## src/rtl/encoder_8x3_seq.sv

```systemverilog
// Sequential 8-to-3 priority encoder with request capture and a grant handshake.
//
// Requests on D are captured into a pending register (PEND) while EN is high.
// A two-state FSM picks the highest-priority pending bit and presents its
// index on {A,B,C} with V=1. The code is held until the consumer accepts it
// with RDY=1, which clears that pending bit. OVF is a sticky flag that records
// a request arriving for a bit that was already pending.
//
// Parameters:
//   HIGH_FIRST  1: D[7] has the highest priority, 0: D[0] has the highest.
// Ports:
//   CLK      clock, rising edge
//   RST_N    asynchronous active-low reset
//   D[7:0]   request lines, multi-hot allowed
//   EN       capture enable for D
//   RDY      consumer ready, completes a grant while V=1
//   CLR_OVF  synchronous clear of OVF
//   A,B,C    granted index, A is the MSB
//   V        grant valid
//   PEND     pending-request vector
//   OVF      sticky lost-request flag
module encoder_8x3_seq #(
  parameter bit HIGH_FIRST = 1'b1
) (
  input  logic       CLK,
  input  logic       RST_N,
  input  logic [7:0] D,
  input  logic       EN,
  input  logic       RDY,
  input  logic       CLR_OVF,
  output logic       A,
  output logic       B,
  output logic       C,
  output logic       V,
  output logic [7:0] PEND,
  output logic       OVF
);

  typedef enum logic [0:0] {StIdle, StGrant} state_e;

  state_e     state_q, state_d;
  logic [7:0] pend_q, pend_d;
  logic [2:0] code_q, code_d;
  logic       ovf_q, ovf_d;

  logic [7:0] cap;
  logic [7:0] clr;
  logic [2:0] pick;
  logic       ovf_set;

  // Priority choice looks only at the registered pending vector.
  // The last match in the scan order wins, so scan towards the top priority.
  always_comb begin
    pick = 3'd0;
    if (HIGH_FIRST) begin
      for (int i = 0; i < 8; i++) begin
        if (pend_q[i]) pick = 3'(i);
      end
    end else begin
      for (int i = 7; i >= 0; i--) begin
        if (pend_q[i]) pick = 3'(i);
      end
    end
  end

  // Capture, grant-clear and overflow detection.
  always_comb begin
    cap = {8{EN}} & D;
    clr = 8'h00;
    if (state_q == StGrant && RDY) clr[code_q] = 1'b1;
    // A new request on a bit being cleared this edge re-arms it (set wins).
    pend_d  = (pend_q & ~clr) | cap;
    // Only a request that collides with a bit staying pending is lost.
    ovf_set = |(cap & pend_q & ~clr);
    if (ovf_set) begin
      ovf_d = 1'b1;
    end else if (CLR_OVF) begin
      ovf_d = 1'b0;
    end else begin
      ovf_d = ovf_q;
    end
  end

  // FSM state register.
  always_ff @(posedge CLK or negedge RST_N) begin
    if (!RST_N) begin
      state_q <= StIdle;
    end else begin
      state_q <= state_d;
    end
  end

  // Datapath registers.
  always_ff @(posedge CLK or negedge RST_N) begin
    if (!RST_N) begin
      pend_q <= 8'h00;
      code_q <= 3'd0;
      ovf_q  <= 1'b0;
    end else begin
      pend_q <= pend_d;
      code_q <= code_d;
      ovf_q  <= ovf_d;
    end
  end

  // FSM next-state. The code is only reloaded when a new grant starts, so it
  // stays stable through the grant and keeps the last value while idle.
  always_comb begin
    state_d = state_q;
    code_d  = code_q;
    unique case (state_q)
      StIdle: begin
        if (|pend_q) begin
          state_d = StGrant;
          code_d  = pick;
        end
      end
      StGrant: begin
        if (RDY) state_d = StIdle;
      end
      default: state_d = StIdle;
    endcase
  end

  // FSM outputs.
  always_comb begin
    V         = (state_q == StGrant);
    {A, B, C} = code_q;
    PEND      = pend_q;
    OVF       = ovf_q;
  end

endmodule

```

## config.mk

```make
export PLATFORM = sky130hd
export DESIGN_NAME = encoder_8x3_seq
export DESIGN_NICKNAME = d
export VERILOG_FILES = /design/src/rtl/encoder_8x3_seq.sv
export SDC_FILE = /design/constraint.sdc
export NUM_CORES = 1
export LEC_CHECK = 0
export ABC_AREA = 1
export ABC_CLOCK_PERIOD_IN_PS = 2100
export BUFFER_PORTS_ARGS = -buffer_cell sky130_fd_sc_hd__buf_2
export CAP_MARGIN = 10
export CORE_MARGIN = 2
export CORE_UTILIZATION = 50
export CTS_CLUSTER_SIZE = 8
export DETAILED_ROUTE_END_ITERATION = 8
export PLACE_DENSITY_LB_ADDON = 0.05
export SYNTH_ARGS = -nofsm -noshare
export SYNTH_HDL_FRONTEND = slang
export SYNTH_SLANG_ARGS = --single-unit
```

## constraint.sdc

```tcl
create_clock -name CLK -period 2.1 [get_ports CLK]
set_clock_uncertainty 0.2 [all_clocks]
set_input_delay 0.105 -clock CLK [delete_from_list [all_inputs] [get_ports CLK]]
set_output_delay 0.105 -clock CLK [all_outputs]
set_load 0.05 [all_outputs]
```

==> run summary <==
Slowest-stage cell, CP - dlygate4sd3_1
chip height - 41.8 um
row count - 13
part of the power in registers - 0.308
total internal power - 632 uW
CTS tree - built
Gate power share - 0.583
CTS H-tree lvls - 1
Reg-to-Reg Start - V
die area - 0.00174 mm^2
DP Cell Count - 146
max frequency - 0.671 GHz
DR pass1 iterations - 4
Total Power - 1460 uW
fin cells - 168
Starting Density - 0.541
setup bufs post-CTS - 0
Cells after Synth - 107
gpl congestion - 0.880
share of the yosys chip area belonging to registers - 0.456
Hold Path Depth - 6
final hold vios - 0
antenna cells - 0
CTS Sinks - 13
CP max FO - 2
DR vias/cell - 4.98
Die Width - 41.8 um
num ports - 26
GRT Total Usage - 0.248
WP data required - 2.07 ns
final non-filler cell area - 0.00106 mm^2
Final min period - 1.49 ns
clock buffer depth - 2
sw frac - 0.567
final wirelength - 1860 um
CTS Hold Bufs - 18
clock share of power - 0.109
antenna-violating nets left - 0
worst-path cell chain - dlygate4sd3_1, buf_2, nand2_1, dlygate4sd3_1, nand2_1
placed inst area - 852 um^2
vias - 837
P_leak - 0.000567 uW
nets - 167
final period utilization - 0.709
Post-Syn Area - 713 um^2
min-delay worst type - in2reg
routed length per placed instance - 11.1 um
initial antenna violation count - 0
Filler Cell Count - 100
Synth cell types - 11
worst vdd ir - 936 uV
Slew Limit Fails - 0
hold path start - CLR_OVF
FF-to-FF path depth - 7
clk_lat worst skew - 0.28 ns
largest net degree at the start of global routing - 14
Cell Pwr Density - 1380 mW/mm^2
cts repair resizes - 0
Synth Warn # - 0
max_slew headroom - 0.796
Core Region - 0.00132 mm^2
number of max-cap violations - 0
Detailed Route Iter0 Violations - 17
Mapped Nets - 120
layout cell share with drive strength beyond 1 - 0.196
reg2reg end - OVF
Post-route DRC - 0
CTS Buf Count - 3
startpoint types - input pin
setup TNS - 0 ns
CP Class - in2reg
Congestion Overflow GR - 0
register bit total from synthesis - 13
Hold EP - OVF
Area growth, synth to finish - 48.4%
vias in the first global route - 801
hpwl dp - 1320 um
Crit. End Element - flip-flop
Crit path arrival time - 1.46 ns
unrepaired setup endpoints after global routing - no
Crit path largest cell delay - 0.56 ns
outcome - completed
Final setup viols - 0
switching power - 827 uW
IO Port Bufs - 25
Worst R2R Setup Slack - 0.70 ns
Reg clk slew, reported paths - 0.08 ns
Mean Syn Cell Area - 6.67 um^2
Worst Max-Slew Pin Slew - 0.306 ns
first-pass GRT wire length - 3310 um
CTS Root Buffer Type - clkbuf_4
## power by group through the flow
stage	combinational, uW	clock [uW]	sequential, uW
floorplan	279	0	789
global placement	810	0	447
detailed placement	818	0	451
CTS	847	159	448
global route	926	168	467
finish	850	160	449
## worst max-delay path, delay by kind of cell
| kind | cells | cell delay, ns |
|---|---|---|
| buffers and inverters | 3 | 1.21 |
| and+or+nand+nor | 2 | 0.15 |
## registers in the layout (all words and copies together) (netlist names)
signal and cells:
PEND 8, code_q 3, V 1, OVF 1
## through the flow
step	hold WS, ns	worst slack [ns]	utilization
detailed placement	-0.188	0.696	0.647
CTS	0.0151	0.631	0.803
global placement	-0.193	0.735	0.647
floorplan	-0.391	0.519	-
global route	0.0421	0.521	0.803
finish	0.0149	0.610	0.803
## cell usage in the layout (no fill, tap or decap), drive strengths merged
cell          n
o21ai        10
buf          25
nand2        46
nand3         8
o211ai        1
clkbuf        4
dlygate4sd3  18
nor2         14
inv          14
dfrtp        13
## layout make-up
type | instances | area (um^2) | share of cell area
Tap cell | 15 | 18.8 | 0.0177
Sequential cell | 13 | 325 | 0.307
Clock buffer | 4 | 26.3 | 0.0248
Timing Repair Buffer | 43 | 305 | 0.288
Inverter | 14 | 52.6 | 0.0496
Multi-Input combinational cell | 79 | 330 | 0.312
## cell usage after synthesis
master | instances | share of area
buf_2 | 1 | 0.0070
dfrtp_1 | 13 | 0.46
inv_1 | 14 | 0.074
nand2_1 | 46 | 0.24
nand3_1 | 7 | 0.049
nand3_2 | 1 | 0.014
nor2_1 | 13 | 0.068
nor2_2 | 1 | 0.0088
o211ai_1 | 1 | 0.011
o21ai_0 | 7 | 0.049
o21ai_1 | 3 | 0.021
## routing by layer
metal | global-route usage | routed length, um | up-vias
li1 | - | - | 423
met1 | 0.306 | 823 | 374
met2 | 0.428 | 883 | 35
met3 | 0.0391 | 119 | 5
met4 | 0.0968 | 36 | 0
met5 | 0 | 0 | -
## how the worst max path moves through the flow
stage | startpoint | endpoint | slack, ns | cells after the start
after floorplan | V | OVF | 0.52 | 7
after global placement | code_q[0] | OVF | 0.73 | 6
after detailed placement | V | OVF | 0.70 | 7
after CTS | RDY | OVF | 0.63 | 9
after global routing | RDY | OVF | 0.52 | 9
final | D[1] | PEND[1] | 0.61 | 5
## logic make-up (layout without fill, tap and decap cells)
family	count (synthesis)	after routing	share of synthesized area
buffers and inverters	15	61	0.0807
AO/OA/AOI/OAI	11	11	0.0807
flip-flops	13	13	0.456
AND/OR/NAND/NOR	68	68	0.382
Note: power is estimated with default switching activity, not from simulation.
